===== config.mk =====
export PLATFORM = sky130hd
export DESIGN_NAME = p_stream_ctrl
export DESIGN_NICKNAME = d
export VERILOG_FILES = /design/src/rtl/p_stream_ctrl_pkg.sv /design/src/rtl/p_stream_ser.sv /design/src/rtl/p_stream_ctrl.sv
export SDC_FILE = /design/constraint.sdc
export NUM_CORES = 1
export LEC_CHECK = 0
export BUFFER_PORTS_ARGS = -buffer_cell sky130_fd_sc_hd__buf_2
export CAP_MARGIN = 20
export CORE_MARGIN = 1
export CORE_UTILIZATION = 40
export DETAILED_ROUTE_END_ITERATION = 6
export GPL_ROUTABILITY_DRIVEN = 1
export GPL_TIMING_DRIVEN = 0
export MAX_ROUTING_LAYER = met4
export REMOVE_ABC_BUFFERS = 1
export SLEW_MARGIN = 20
export SYNTH_ARGS = -nofsm -noshare
export SYNTH_HDL_FRONTEND = slang
export SYNTH_SLANG_ARGS = --single-unit

===== constraint.sdc =====
create_clock -name sys_clk -period 4.7 [get_ports sys_clk]
set_input_delay 0.235 -clock sys_clk [delete_from_list [all_inputs] [get_ports sys_clk]]
set_output_delay 0.235 -clock sys_clk [all_outputs]
set_load 0.03 [all_outputs]

===== src/rtl/p_stream_ctrl_pkg.sv =====
`default_nettype none
// ---------------------------------------------------------------------------
// p_stream_ctrl_pkg : shared FSM states, frame geometry and byte helper
// Revision 1.0
// ---------------------------------------------------------------------------
package p_stream_ctrl_pkg;

  typedef enum logic [2:0] {
    ST_IDLE     = 3'd0,
    ST_LOAD_KEY = 3'd1,
    ST_LOAD_PT  = 3'd2,
    ST_LAUNCH   = 3'd3,
    ST_RUN      = 3'd4,
    ST_DRAIN    = 3'd5
  } state_t;

  localparam int KEY_BYTES      = 10;
  localparam int BLK_BYTES      = 8;
  localparam int HDR_NEWKEY_BIT = 0;

  // Byte 0 is the most significant byte of the block.
  function automatic logic [7:0] blk_byte(input logic [63:0] v, input logic [2:0] idx);
    return v[8*(7-int'(idx)) +: 8];
  endfunction

endpackage
`default_nettype wire


===== src/rtl/p_stream_ser.sv =====
`default_nettype none
// ---------------------------------------------------------------------------
// p_stream_ser : 64-bit parallel-load to byte serializer with valid/ready
// Revision 1.0
// ---------------------------------------------------------------------------
module p_stream_ser
  import p_stream_ctrl_pkg::*;
(
  input  logic        clk,
  input  logic        rst_n,
  input  logic        i_load,
  input  logic [63:0] i_data,
  output logic        o_valid,
  input  logic        i_ready,
  output logic [7:0]  o_data,
  output logic        o_done
);

  logic [63:0] r_ct;
  logic [2:0]  r_idx;
  logic        r_valid;
  logic        w_hs;

  assign w_hs    = r_valid && i_ready;
  assign o_valid = r_valid;
  assign o_data  = blk_byte(r_ct, r_idx);
  assign o_done  = w_hs && (r_idx == 3'd7);

  always_ff @(posedge clk) begin
    if (!rst_n) begin
      r_ct    <= 64'd0;
      r_idx   <= 3'd0;
      r_valid <= 1'b0;
    end else if (i_load) begin
      r_ct    <= i_data;
      r_idx   <= 3'd0;
      r_valid <= 1'b1;
    end else if (w_hs) begin
      r_idx <= r_idx + 3'd1;
      if (r_idx == 3'd7) r_valid <= 1'b0;
    end
  end

endmodule
`default_nettype wire


===== src/rtl/p_stream_ctrl.sv =====
`default_nettype none
// ---------------------------------------------------------------------------
// p_stream_ctrl : byte-serial key/plaintext loader and start/end sequencer
//                 for the p block cipher core, with ciphertext byte drain
// Revision 1.0
// ---------------------------------------------------------------------------
module p_stream_ctrl
  import p_stream_ctrl_pkg::*;
#(
  parameter int TIMEOUT_CYCLES = 40
) (
  input  logic        sys_clk,
  input  logic        sys_rst_n,
  input  logic        in_valid,
  output logic        in_ready,
  input  logic [7:0]  in_data,
  output logic        out_valid,
  input  logic        out_ready,
  output logic [7:0]  out_data,
  output logic        busy,
  output logic        err,
  output logic [63:0] core_state,
  output logic [79:0] core_keys,
  output logic        core_start,
  input  logic        core_end,
  input  logic [63:0] core_result
);

  localparam int            c_TW   = $clog2(TIMEOUT_CYCLES + 1);
  localparam logic [c_TW-1:0] c_TMAX = c_TW'(TIMEOUT_CYCLES - 1);

  state_t          r_state;
  state_t          w_next;
  logic [79:0]     r_key;
  logic [63:0]     r_pt;
  logic [3:0]      r_cnt;
  logic [c_TW-1:0] r_timer;
  logic            r_start;
  logic            r_err;
  logic            w_acc;
  logic            w_capture;
  logic            w_ser_done;

  assign w_acc      = in_valid && in_ready;
  assign w_capture  = (r_state == ST_RUN) && core_end;
  assign core_state = r_pt;
  assign core_keys  = r_key;
  assign core_start = r_start;
  assign err        = r_err;

  always_comb begin
    w_next   = r_state;
    in_ready = 1'b0;
    busy     = (r_state != ST_IDLE);
    case (r_state)
      ST_IDLE: begin
        in_ready = 1'b1;
        if (w_acc) w_next = in_data[HDR_NEWKEY_BIT] ? ST_LOAD_KEY : ST_LOAD_PT;
      end
      ST_LOAD_KEY: begin
        in_ready = 1'b1;
        if (w_acc && r_cnt == 4'(KEY_BYTES - 1)) w_next = ST_LOAD_PT;
      end
      ST_LOAD_PT: begin
        in_ready = 1'b1;
        if (w_acc && r_cnt == 4'(BLK_BYTES - 1)) w_next = ST_LAUNCH;
      end
      ST_LAUNCH: w_next = ST_RUN;
      ST_RUN: begin
        if (core_end)              w_next = ST_DRAIN;
        else if (r_timer == c_TMAX) w_next = ST_IDLE;
      end
      ST_DRAIN: if (w_ser_done) w_next = ST_IDLE;
      default: w_next = ST_IDLE;
    endcase
  end

  always_ff @(posedge sys_clk) begin
    if (!sys_rst_n) begin
      r_state <= ST_IDLE;
      r_key   <= 80'd0;
      r_pt    <= 64'd0;
      r_cnt   <= 4'd0;
      r_timer <= '0;
      r_start <= 1'b0;
      r_err   <= 1'b0;
    end else begin
      r_state <= w_next;
      r_err   <= 1'b0;
      case (r_state)
        ST_IDLE: if (w_acc) r_cnt <= 4'd0;
        ST_LOAD_KEY: if (w_acc) begin
          r_key <= {r_key[71:0], in_data};
          r_cnt <= (r_cnt == 4'(KEY_BYTES - 1)) ? 4'd0 : r_cnt + 4'd1;
        end
        ST_LOAD_PT: if (w_acc) begin
          r_pt  <= {r_pt[55:0], in_data};
          r_cnt <= r_cnt + 4'd1;
        end
        // core_start stays low for this one cycle so p reloads its inputs
        ST_LAUNCH: begin
          r_start <= 1'b1;
          r_timer <= '0;
        end
        ST_RUN: begin
          r_timer <= r_timer + 1'b1;
          if (core_end) begin
            r_start <= 1'b0;
          end else if (r_timer == c_TMAX) begin
            r_start <= 1'b0;
            r_err   <= 1'b1;
          end
        end
        default: ;
      endcase
    end
  end

  p_stream_ser u_ser (
    .clk     (sys_clk),
    .rst_n   (sys_rst_n),
    .i_load  (w_capture),
    .i_data  (core_result),
    .o_valid (out_valid),
    .i_ready (out_ready),
    .o_data  (out_data),
    .o_done  (w_ser_done)
  );

endmodule
`default_nettype wire


==> results of run 1 <==
-- final cells by class --
cell class | instances | share of cell area
clock buffers | 35 | 0.0609
clock inverters | 11 | 0.0127
inverters | 1 | 0.000306
multi-input cells | 750 | 0.358
flip-flops and latches | 227 | 0.371
well taps | 313 | 0.0320
repair buffers | 310 | 0.165
-- worst min-delay path by stage --
stage | to | slack, ns | depth (start not counted)
5_1_grt | u_ser.r_idx[1] | 0.04 | 3
4_1_cts | u_ser.r_idx[2] | 0.01 | 3
2_1_floorplan | r_cnt[1] | 0.35 | 1
6_report | u_ser.r_idx[2] | 0.03 | 3
3_5_place_dp | core_state[60] | 0.44 | 2
3_3_place_gp | core_state[56] | 0.44 | 2
-- state kept, by name (all words and copies together) (netlist names) --
register	flops
u_ser.r_ct	64
err	1
u_ser.r_idx	3
core_state	64
u_ser.o_valid	1
core_keys	80
r_state	3
core_start	1
r_timer	6
r_cnt	4
-- per-layer routing --
layer  track usage  wire length (um)  vias up
li1              -                 -     4002
met1         0.248             10800     3606
met2         0.311             10500      179
met3        0.0297               926       42
met4        0.0641               691        0
met5             -                 0        -
-- critical path, stage by stage, from the launching register on --
cell	delay (ns)
sky130_fd_sc_hd__dfxtp_1	0.94
sky130_fd_sc_hd__mux4_2	0.61
sky130_fd_sc_hd__mux2_2	0.27
sky130_fd_sc_hd__buf_2	0.18
-- synth_stat cells, drive strengths merged --
library cell	number
a211oi	1
a21bo	1
a21boi	210
a21oi	8
a311oi	1
a32oi	1
and2	5
and3	3
and3b	1
and4bb	1
buf	41
clkbuf	38
dfxtp	227
ha	5
inv	1
mux2	8
mux2i	4
mux4	16
nand2	435
nand2b	3
nand3	5
nand3b	3
nand4	3
nand4b	1
nand4bb	1
nor2	9
nor2b	2
nor3	4
nor3b	3
nor4	1
o211a	2
o21ai	3
o21ba	1
o221a	1
o221ai	1
o311ai	1
or3	1
or3b	1
xor2	4
-- power groups by stage --
stage / clock network [mW] / registers (mW) / logic (mW)
after floorplan: 0 / 2.02 / 0.130
after global placement: 0 / 2.01 / 0.269
after detailed placement: 0 / 2.01 / 0.285
after CTS: 2.17 / 1.97 / 0.332
after global routing: 2.24 / 1.97 / 0.358
final: 2.11 / 1.97 / 0.329
-- cell families (layout without fill, tap and decap cells) --
logic type | after synthesis | in the layout | synth area share
simple gates | 482 | 482 | 0.211
compound gates | 231 | 231 | 0.191
flops | 227 | 227 | 0.487
buf+inv | 80 | 357 | 0.0476
mux | 28 | 28 | 0.0525
fa+ha+maj | 5 | 5 | 0.00670
xor+xnor | 4 | 4 | 0.00375
-- per-stage QoR --
step | instances | worst slack, ns | util | hold WS (ns)
finish | 1647 | 1.94 | 0.538 | 0.0341
global placement | 1524 | 0.769 | 0.459 | 0.437
floorplan | 978 | 2.09 | - | 0.350
global route | 1647 | 1.81 | 0.538 | 0.0378
detailed placement | 1529 | 2.43 | 0.467 | 0.442
CTS | 1647 | 1.87 | 0.538 | 0.0118
-- timing repair --
item / 4_1_cts / 5_1_grt
endpoints found under the hold margin: 80 / 0
hold buffers: 72 / 0
resized for setup: 0 / 0
==> run_results.csv, run 1 <==
group,metric,value,unit
pwr,cell_internal_pwr,3.41,mW
floorplanning,dieHeight,155,um
routing,first_pass_iters,6,
worst_setup_path,timing.critical_path.to_type,"primary output",
worst_setup_path,startpoint,"u_ser.r_idx[1]",
floorplanning,floorplan.core_area,0.0228,mm^2
global_routing,global_route.usage.total,0.193,
floorplanning,initial_core_util,0.410,
worst_setup_path,r2r_start,"r_state[2]",
pwr,netSwitchingFraction,0.225,
global_routing,via_count_of_the_first_global_routing_pass,7291,
logic_synthesis,combined_area_of_all_synthesized_cells,0.00933,mm^2
hold_path,min_path_type,"primary input to register",
worst_setup_path,reg2reg_setup_slack,2.43,ns
pwr,net_switching_power,0.989,mW
routing,detailroute.via_count,7829,
floorplanning,die_area,0.0239,mm^2
timing,setup_violation_total_in_the_final_timing_report,0,
cells_and_area,final_design_area_no_fill,0.0123,mm^2
worst_setup_path,worst_ep_required_time,4.47,ns
cells_and_area,mostFrequentLayoutCells,"424 x sky130_fd_sc_hd__nand2_1, 232 x sky130_fd_sc_hd__buf_2, 226 x sky130_fd_sc_hd__dfxtp_1",
cells_and_area,design.final.nets,1398,
routing,detail_route.wirelength,22900,um
global_routing,grt_first_pass_wirelength,37100,um
timing,rsz_0062_raised_after_global_routing,"no",
timing,fmax,0.362,GHz
clock_tree,ctsLongestPathBuffers,3,
routing,via_per_inst,4.75,
clock_tree,cts_setup_buffers,0,
worst_setup_path,worst_r2r_path_cells,4,
cells_and_area,register_area,0.00455,mm^2
flow_run,drv.max_cap_violation_count,0,
placement,routability_congestion,0.739,
worst_setup_path,critPathCapture,"out_data[7]",
routing,number_of_violations_reported_at_the_end_of_detailed_routing_iteration_0,510,
routing,detail-route-antenna-nets,0,
worst_setup_path,worstPathMaxFanout,18,
logic_synthesis,sequential_fraction_of_the_synthesis_area,0.487,
floorplanning,pin_count,234,
global_routing,global_route.overflow_total,0,
floorplanning,width_of_the_die,155,um
global_routing,grt_max_degree,150,
floorplanning,num_rows,55,
worst_setup_path,start_kind,"register",
logic_synthesis,netlist_instances,1057,
timing,setup_total_negative_slack,0,ns
clock_tree,clock_input_transition_at_the_sequential_cells_of_the_worst_setup_and_hold_paths,0.06,ns
logic_synthesis,synthDistinctLibCells,51,
worst_setup_path,rr_endpoint,"u_ser.r_ct[24]",
timing,fin_crit,2.76,ns
run_status,outcome,"complete, no violations",
worst_setup_path,ws_path_type,"register to primary output",
timing,slew_headroom,0.361,
clock_tree,clock_tree_from_tritoncts,"built",
placement,detailed_place_hpwl,14100,um
logic_synthesis,synth-seq-cells,227,
pwr,static_leak,4.93,nW
clock_tree,clockRootBuffer,"sky130_fd_sc_hd__clkbuf_16",
pwr,p_total,4.40,mW
routing,detail_route.wl_per_cell,13.9,um
hold_path,hp-start,"out_ready",
placement,place.port_buffers,233,
cells_and_area,most_common_cell_after_layout_fill_and_taps_aside,"sky130_fd_sc_hd__nand2_1",
clock_tree,cts_made_buffers,26,
clock_tree,cts.sinks,227,
cells_and_area,filler_cell_count,2114,
pwr,power_frac_comb,0.075,
pwr,seqPwrFrac,0.447,
cells_and_area,multiInputGateArea,0.00439,mm^2
routing,drcViolationCount,0,
cells_and_area,drive_gt1_frac,0.255,
worst_setup_path,timing.critical_path.arrival,2.52,ns
pwr,vdd.ir_drop.worst,245,uV
logic_synthesis,synth_top_area_frac,0.487,
logic_synthesis,ys_top_cells_by_area,"sky130_fd_sc_hd__dfxtp_1 49%, sky130_fd_sc_hd__nand2_1 17%, sky130_fd_sc_hd__a21boi_1 16%, sky130_fd_sc_hd__mux4_2 3.9%, sky130_fd_sc_hd__clkbuf_1 1.5%",
logic_synthesis,synthDominantAreaCellType,"sky130_fd_sc_hd__dfxtp_1",
clock_tree,cts_max_level,1,
cells_and_area,syn2layout_area_growth,31.3,%
placement,placed_area,0.0106,mm^2
pwr,power.clock.fraction,0.478,
global_routing,antenna_found_initial,0,
logic_synthesis,ys.warnings.count,0,
pwr,powerDensity,359,mW/mm^2
timing,final_max_slew_viol_count,0,
timing,hold_viol_final,0,
timing,tightestPinTransition,0.956,ns
clock_tree,clock_insertion_delay_worst_skew,0.52,ns
timing,timing.clock.skew,0.00787,ns
timing,finalCritPeriodShare,0.587,
cells_and_area,antenna_fix_cells,0,
logic_synthesis,post_synth.cell_area_avg,8.83,um^2
Power figures use the tool's default switching activity.
==> run 2: changes to the inputs <==
--- a/config.mk
+++ b/config.mk
@@ -13,6 +13,7 @@
 export GPL_ROUTABILITY_DRIVEN = 1
 export GPL_TIMING_DRIVEN = 0
 export MAX_ROUTING_LAYER = met4
+export PLACE_DENSITY = 0.65
 export REMOVE_ABC_BUFFERS = 1
 export SLEW_MARGIN = 20
 export SYNTH_ARGS = -nofsm -noshare
==> constraint.sdc (replaced) <==
create_clock -name sys_clk -period 2.4 [get_ports sys_clk]
set_input_delay 0.12 -clock sys_clk [delete_from_list [all_inputs] [get_ports sys_clk]]
set_output_delay 0.12 -clock sys_clk [all_outputs]
set_load 0.03 [all_outputs]
==> run_results.csv, run 2 (synthesis results as in run 1) <==
group,metric,value,unit
run_status,outcome,"complete, no violations",
clock_tree,ctsLongestPathBuffers,3,
floorplanning,die_area,0.0239,mm^2
cells_and_area,most_common_cell_after_layout_fill_and_taps_aside,"sky130_fd_sc_hd__nand2_1",
timing,hold_viol_final,0,
timing,final_max_slew_viol_count,0,
floorplanning,floorplan.core_area,0.0228,mm^2
routing,highest_signal_layer_in_the_routed_design,"met4",
clock_tree,cts_setup_buffers,0,
cells_and_area,filler_cell_count,2131,
floorplanning,width_of_the_die,155,um
worst_setup_path,worst_ep_required_time,2.28,ns
floorplanning,pin_count,234,
worst_setup_path,ws_path_type,"register to primary output",
timing,finalWorstSetupSlack,0.148,ns
routing,detail_route.wl_per_cell,14.1,um
placement,place.port_buffers,233,
clock_tree,clock_tree_from_tritoncts,"built",
worst_setup_path,worst_r2r_path_cells,4,
cells_and_area,final_design_area_no_fill,0.0122,mm^2
cells_and_area,mostFrequentLayoutCells,"424 x sky130_fd_sc_hd__nand2_1, 232 x sky130_fd_sc_hd__buf_2, 225 x sky130_fd_sc_hd__dfxtp_1",
timing,setup_violation_total_in_the_final_timing_report,0,
worst_setup_path,start_kind,"register",
worst_setup_path,timing.critical_path.to_type,"primary output",
pwr,p_total,8.39,mW
global_routing,antenna_found_initial,0,
pwr,netSwitchingFraction,0.228,
timing,fin_crit,2.25,ns
placement,place.detailed.instances,1529,
clock_tree,cts_max_level,1,
floorplanning,dieHeight,155,um
routing,number_of_violations_reported_at_the_end_of_detailed_routing_iteration_0,468,
routing,route.met3.wl,1010,um
routing,first_pass_iters,4,
global_routing,global_route.overflow_total,0,
flow_run,drv.max_cap_violation_count,0,
pwr,power_frac_comb,0.077,
clock_tree,cts_made_buffers,25,
routing,dr_wl_met2,10800,um
pwr,vdd.ir_drop.worst,591,uV
placement,dp_worst_setup_slack,0.156,ns
cells_and_area,largest_reg_flops,80,
worst_setup_path,worstPathMaxFanout,18,
clock_tree,clock_insertion_delay_worst_skew,0.51,ns
placement,detailed_place_hpwl,14000,um
global_routing,global_route.usage.total,0.193,
global_routing,grt_max_degree,123,
timing,timing.clock.skew,0.00780,ns
placement,placed_area,0.0106,mm^2
cells_and_area,drive_gt1_frac,0.253,
cells_and_area,fin_cells,1646,
routing,via_per_inst,4.85,
clock_tree,clockRootBuffer,"sky130_fd_sc_hd__clkbuf_16",
global_routing,via_count_of_the_first_global_routing_pass,7458,
timing,rsz_0062_raised_after_global_routing,"no",
pwr,powerDensity,687,mW/mm^2
global_routing,grt_first_pass_wirelength,37300,um
timing,fmax,0.444,GHz
clock_tree,clock_input_transition_at_the_sequential_cells_of_the_worst_setup_and_hold_paths,0.06,ns
pwr,cell_internal_pwr,6.48,mW
pwr,net_switching_power,1.91,mW
hold_path,timing.hold.worst_path_depth,2,
routing,routedLengthMet1,10600,um
pwr,power.clock.fraction,0.464,
routing,detailroute.via_count,7983,
worst_setup_path,timing.critical_path.arrival,2.13,ns
floorplanning,initial_core_util,0.410,
timing,finalCritPeriodShare,0.938,
floorplanning,num_rows,55,
cells_and_area,syn2layout_area_growth,30.8,%
routing,detail_route.wirelength,23100,um
cells_and_area,design.final.nets,1400,
timing,tightestPinTransition,0.761,ns
hold_path,min_path_type,"primary input to register",
cells_and_area,antenna_fix_cells,0,
routing,detail-route-antenna-nets,0,
pwr,seqPwrFrac,0.459,
placement,routability_congestion,0.731,
timing,setup_total_negative_slack,0,ns
timing,slew_headroom,0.492,
clock_tree,cts.sinks,227,
pwr,static_leak,4.88,nW
routing,drcViolationCount,0,
==> run 2: path summary, 6_finish.rpt <==
path	startpoint	to	slack, ns
worst min register to register	core_keys[75]	core_keys[75]	0.45
worst min-delay path	in_valid	r_cnt[1]	0.05
worst max-delay path	u_ser.r_idx[0]	out_data[2]	0.15
worst max register to register	r_state[2]	u_ser.r_ct[23]	0.16
==> run 2: area by class of cell <==
type | instances | area [um^2] | area share
inverter | 1 | 3.75 | 0.000307
sequential | 227 | 4550 | 0.373
tap | 313 | 392 | 0.0321
timing repair buffer | 312 | 2020 | 0.166
clock inverter | 10 | 160 | 0.0131
multi-input combinational | 751 | 4410 | 0.361
clock buffer | 32 | 672 | 0.0550
==> run 2: critical path, cell delays in order, from the launching register on <==
cell and delay, ns:
sky130_fd_sc_hd__dfxtp_4 0.59, sky130_fd_sc_hd__mux4_2 0.56, sky130_fd_sc_hd__mux2_2 0.28, sky130_fd_sc_hd__buf_2 0.18
==> run 2: power by group through the flow <==
stage	Clock [mW]	Sequential, mW	Combinational, mW
2_1_floorplan	0	3.95	0.255
3_3_place_gp	0	3.93	0.522
3_5_place_dp	0	3.93	0.547
4_1_cts	4.02	3.85	0.644
5_1_grt	4.17	3.85	0.697
6_report	3.90	3.85	0.646
==> run 2: through the flow <==
| step | util | hold slack [ns] |
|---|---|---|
| 3_5_place_dp | 0.466 | 0.363 |
| 2_1_floorplan | - | 0.235 |
| 3_3_place_gp | 0.459 | 0.360 |
| 6_report | 0.536 | 0.0489 |
| 4_1_cts | 0.535 | 0.0191 |
| 5_1_grt | 0.536 | 0.0658 |
==> run 2: routing by layer <==
layer,vias to the layer above,GRT usage
met5,-,-
met4,0,0.0750
met2,199,0.312
li1,4001,-
met1,3716,0.243
met3,67,0.0305
==> run 2: timing repair <==
action	in CTS	in global routing
hold endpoints to repair	84	0
gates resized for setup	2	3
setup endpoints to repair	8	36
pin swaps	0	0
hold buffers	74	0
gates cloned	0	1
==> run 3: changes to the inputs <==
--- a/config.mk
+++ b/config.mk
@@ -13,9 +13,10 @@
 export GPL_ROUTABILITY_DRIVEN = 1
 export GPL_TIMING_DRIVEN = 0
 export MAX_ROUTING_LAYER = met4
-export PLACE_DENSITY = 0.65
+export PLACE_DENSITY = 0.66
 export REMOVE_ABC_BUFFERS = 1
 export SLEW_MARGIN = 20
 export SYNTH_ARGS = -nofsm -noshare
 export SYNTH_HDL_FRONTEND = slang
+export SYNTH_HIERARCHICAL = 1
 export SYNTH_SLANG_ARGS = --single-unit
==> constraint.sdc (replaced) <==
create_clock -name sys_clk -period 2.4 [get_ports sys_clk]
set_input_delay 0.12 -clock sys_clk [delete_from_list [all_inputs] [get_ports sys_clk]]
set_output_delay 0.12 -clock sys_clk [all_outputs]
set_load 0.005 [all_outputs]
==> run_results.csv, run 3 <==
group,metric,value,unit
run_status,outcome,"complete, no violations",
cells_and_area,syn2layout_area_growth,32.9,%
clock_tree,ctsLongestPathBuffers,3,
worst_setup_path,path_depth,3,
logic_synthesis,ys_top_cells_by_area,"sky130_fd_sc_hd__dfxtp_1 51%, sky130_fd_sc_hd__nand2_1 12%, sky130_fd_sc_hd__a21oi_1 8.6%, sky130_fd_sc_hd__mux2i_1 7.2%, sky130_fd_sc_hd__nor2b_1 4.5%",
worst_setup_path,worst-path-buf-inv,1,
worst_setup_path,chain_of_cells_forming_the_critical_path,"mux4_1, mux2_2, buf_2",
timing,hold_viol_final,0,
logic_synthesis,ys.warnings.count,6,
logic_synthesis,ys_dominant_reg_cell,"sky130_fd_sc_hd__dfxtp_1",
timing,slew_headroom,0.305,
routing,detail_route.wirelength,21800,um
floorplanning,floorplan.core_area,0.0218,mm^2
logic_synthesis,post_synth.cell_area_avg,9.13,um^2
clock_tree,cts.sinks,227,
floorplanning,die_area,0.0229,mm^2
routing,first_pass_iters,4,
clock_tree,clock_tree_from_tritoncts,"built",
placement,place.port_buffers,233,
routing,drcViolationCount,0,
logic_synthesis,synth-seq-cells,227,
routing,via_per_inst,4.89,
worst_setup_path,worst_ep_required_time,2.28,ns
worst_setup_path,ws_path_type,"register to primary output",
timing,tightestPinTransition,1.04,ns
hold_path,timing.hold.worst_path_depth,2,
cells_and_area,antenna_fix_cells,0,
timing,setup_violation_total_in_the_final_timing_report,0,
pwr,netSwitchingFraction,0.226,
clock_tree,cts_setup_buffers,0,
timing,fin_crit,2.30,ns
logic_synthesis,synth-edff-count,0,
pwr,seqPwrFrac,0.459,
worst_setup_path,cpLargestDelayFamily,"multiplexers",
floorplanning,dieHeight,151,um
logic_synthesis,post_synth_most_frequent_cells,"292 x sky130_fd_sc_hd__nand2_1, 227 x sky130_fd_sc_hd__dfxtp_1, 153 x sky130_fd_sc_hd__a21oi_1",
pwr,powerDensity,710,mW/mm^2
floorplanning,width_of_the_die,151,um
routing,detailroute.via_count,7534,
global_routing,global_route.overflow_total,0,
logic_synthesis,combined_area_of_all_synthesized_cells,0.00890,mm^2
timing,fmax,0.436,GHz
cells_and_area,design.final.nets,1326,
logic_synthesis,netlist_instances,975,
logic_synthesis,count_leader_synth,"sky130_fd_sc_hd__nand2_1",
worst_setup_path,timing.critical_path.to_type,"primary output",
cells_and_area,fin_cells,1541,
logic_synthesis,synthDominantAreaCellType,"sky130_fd_sc_hd__dfxtp_1",
worst_setup_path,worstPathMaxFanout,18,
placement,detailed_place_hpwl,13600,um
worst_setup_path,cpPeakStageDelay,0.63,ns
worst_setup_path,timing.critical_path.arrival,2.18,ns
hold_path,min_path_type,"primary input to register",
cells_and_area,most_common_cell_after_layout_fill_and_taps_aside,"sky130_fd_sc_hd__nand2_1",
pwr,power.clock.fraction,0.471,
placement,routability_congestion,0.758,
pwr,power_frac_comb,0.069,
flow_run,drv.max_cap_violation_count,0,
global_routing,grt_first_pass_wirelength,34000,um
global_routing,antenna_found_initial,0,
placement,dp_worst_setup_slack,-0.000423,ns
logic_synthesis,sequential_fraction_of_the_synthesis_area,0.510,
cells_and_area,largest_reg_flops,80,
timing,final_max_slew_viol_count,0,
logic_synthesis,synth_top_area_frac,0.510,
floorplanning,num_rows,54,
global_routing,via_count_of_the_first_global_routing_pass,6913,
routing,number_of_violations_reported_at_the_end_of_detailed_routing_iteration_0,338,
clock_tree,cts_max_level,1,
routing,detail_route.wl_per_cell,14.1,um
cells_and_area,drive_gt1_frac,0.245,
worst_setup_path,start_kind,"register",
global_routing,grt_max_degree,88,
clock_tree,cts_made_buffers,25,
logic_synthesis,synthDistinctLibCells,51,
clock_tree,clock_input_transition_at_the_sequential_cells_of_the_worst_setup_and_hold_paths,0.06,ns
global_routing,global_route.usage.total,0.187,
pwr,vdd.ir_drop.worst,447,uV
cells_and_area,filler_cell_count,1935,
worst_setup_path,worst_r2r_path_cells,5,
cells_and_area,mostFrequentLayoutCells,"291 x sky130_fd_sc_hd__nand2_1, 233 x sky130_fd_sc_hd__buf_2, 225 x sky130_fd_sc_hd__dfxtp_1",
timing,rsz_0062_raised_after_global_routing,"no",
timing,finalWorstSetupSlack,0.104,ns
floorplanning,initial_core_util,0.408,
pwr,static_leak,4.66,nW
placement,place.detailed.instances,1422,
clock_tree,clock_insertion_delay_worst_skew,0.51,ns
timing,timing.clock.skew,0.00847,ns
clock_tree,clockRootBuffer,"sky130_fd_sc_hd__clkbuf_16",
logic_synthesis,postSynth.asyncResetShare,0,
floorplanning,pin_count,234,
pwr,cell_internal_pwr,6.50,mW
pwr,net_switching_power,1.90,mW
worst_setup_path,cp_slowest_cell,"sky130_fd_sc_hd__dfxtp_2",
timing,finalCritPeriodShare,0.956,
routing,detail-route-antenna-nets,0,
run 3: cell count changes in the layout (fill, tap and decap cells not counted), moves of 10 or more:
cell                       previous run  this run
sky130_fd_sc_hd__a21boi_1           199         0
sky130_fd_sc_hd__a21boi_2            10         0
sky130_fd_sc_hd__a21oi_1              7       153
sky130_fd_sc_hd__mux2i_1              4        64
sky130_fd_sc_hd__mux4_1               0        11
sky130_fd_sc_hd__mux4_2              16         5
sky130_fd_sc_hd__nand2_1            424       291
sky130_fd_sc_hd__nand2_2             10         0
sky130_fd_sc_hd__nor2b_1              2        64
run 3: repair_timing:
item                                   in CTS  in global routing
hold buffers                               75                  0
setup endpoints to repair                   9                  0
endpoints found under the hold margin      86                  0
gates resized for setup                     3                  0
run 3: layer usage:
layer / GRT usage / wire [um] / vias up
li1: - / - / 3810
met1: 0.229 / 9570 / 3470
met2: 0.312 / 10300 / 223
met3: 0.0434 / 1550 / 31
met4: 0.0395 / 374 / 0
met5: - / 0 / -
run 3: logic make-up (layout without fill, tap and decap cells):
logic type,count (synthesis),count (layout),synth area share
and+or+nand+nor,401,401,0.201
DFF,227,227,0.510
AOI/OAI and AO/OA,176,176,0.107
muxes,89,89,0.131
buffers and inverters,74,360,0.0413
adders and majority gates,5,5,0.00703
xor gates and xnor gates,3,3,0.00295
run 3: cell type report:
type / instances / area, um^2 / area share
multi-input cells: 674 / 4020 / 0.340
repair buffers: 313 / 2050 / 0.173
inverters: 3 / 16.3 / 0.00137
well taps: 280 / 350 / 0.0296
clock inverters: 12 / 166 / 0.0141
clock buffers: 32 / 682 / 0.0576
flip-flops and latches: 227 / 4550 / 0.385
run 3: worst paths after layout:
kind                       start              to  slack, ns
setup / recovery  u_ser/r_idx[1]     out_data[0]       0.10
hold / removal         sys_rst_n   u_ser/o_valid       0.35
setup reg to reg      r_state[2]  u_ser/r_ct[44]       0.19
hold reg to reg   core_state[61]  core_state[61]       0.45
run 3: metrics by stage:
stage | utilization | power [mW] | hold WS (ns) | area (um^2) | TNS, ns
CTS | 0.542 | 8.50 | 0.324 | 11800 | 0
detailed placement | 0.469 | 4.43 | 0.382 | 10200 | -0.000423
floorplan | - | 4.19 | 0.235 | 8550 | -105.30
finish | 0.542 | 8.40 | 0.355 | 11800 | 0
global route | 0.542 | 8.72 | 0.388 | 11800 | 0
global placement | 0.461 | 4.39 | 0.373 | 10100 | -469.04
run 3: worst reg2reg max path: stages, from the launching register on:
cell and delay, ns:
sky130_fd_sc_hd__dfxtp_1 0.52, sky130_fd_sc_hd__nor3b_4 0.35, sky130_fd_sc_hd__and2_4 0.55, sky130_fd_sc_hd__buf_16 0.34, sky130_fd_sc_hd__mux2i_1 0.27, sky130_fd_sc_hd__nor2b_1 0.08
run 3: power groups by stage:
stage                     clock, mW  sequential (mW)  combinational (mW)
after floorplan                   0             3.93               0.257
after global placement            0             3.94               0.451
after global routing           4.22             3.86               0.637
final                          3.96             3.86               0.583
after detailed placement          0             3.94               0.487
after CTS                      4.06             3.86               0.584
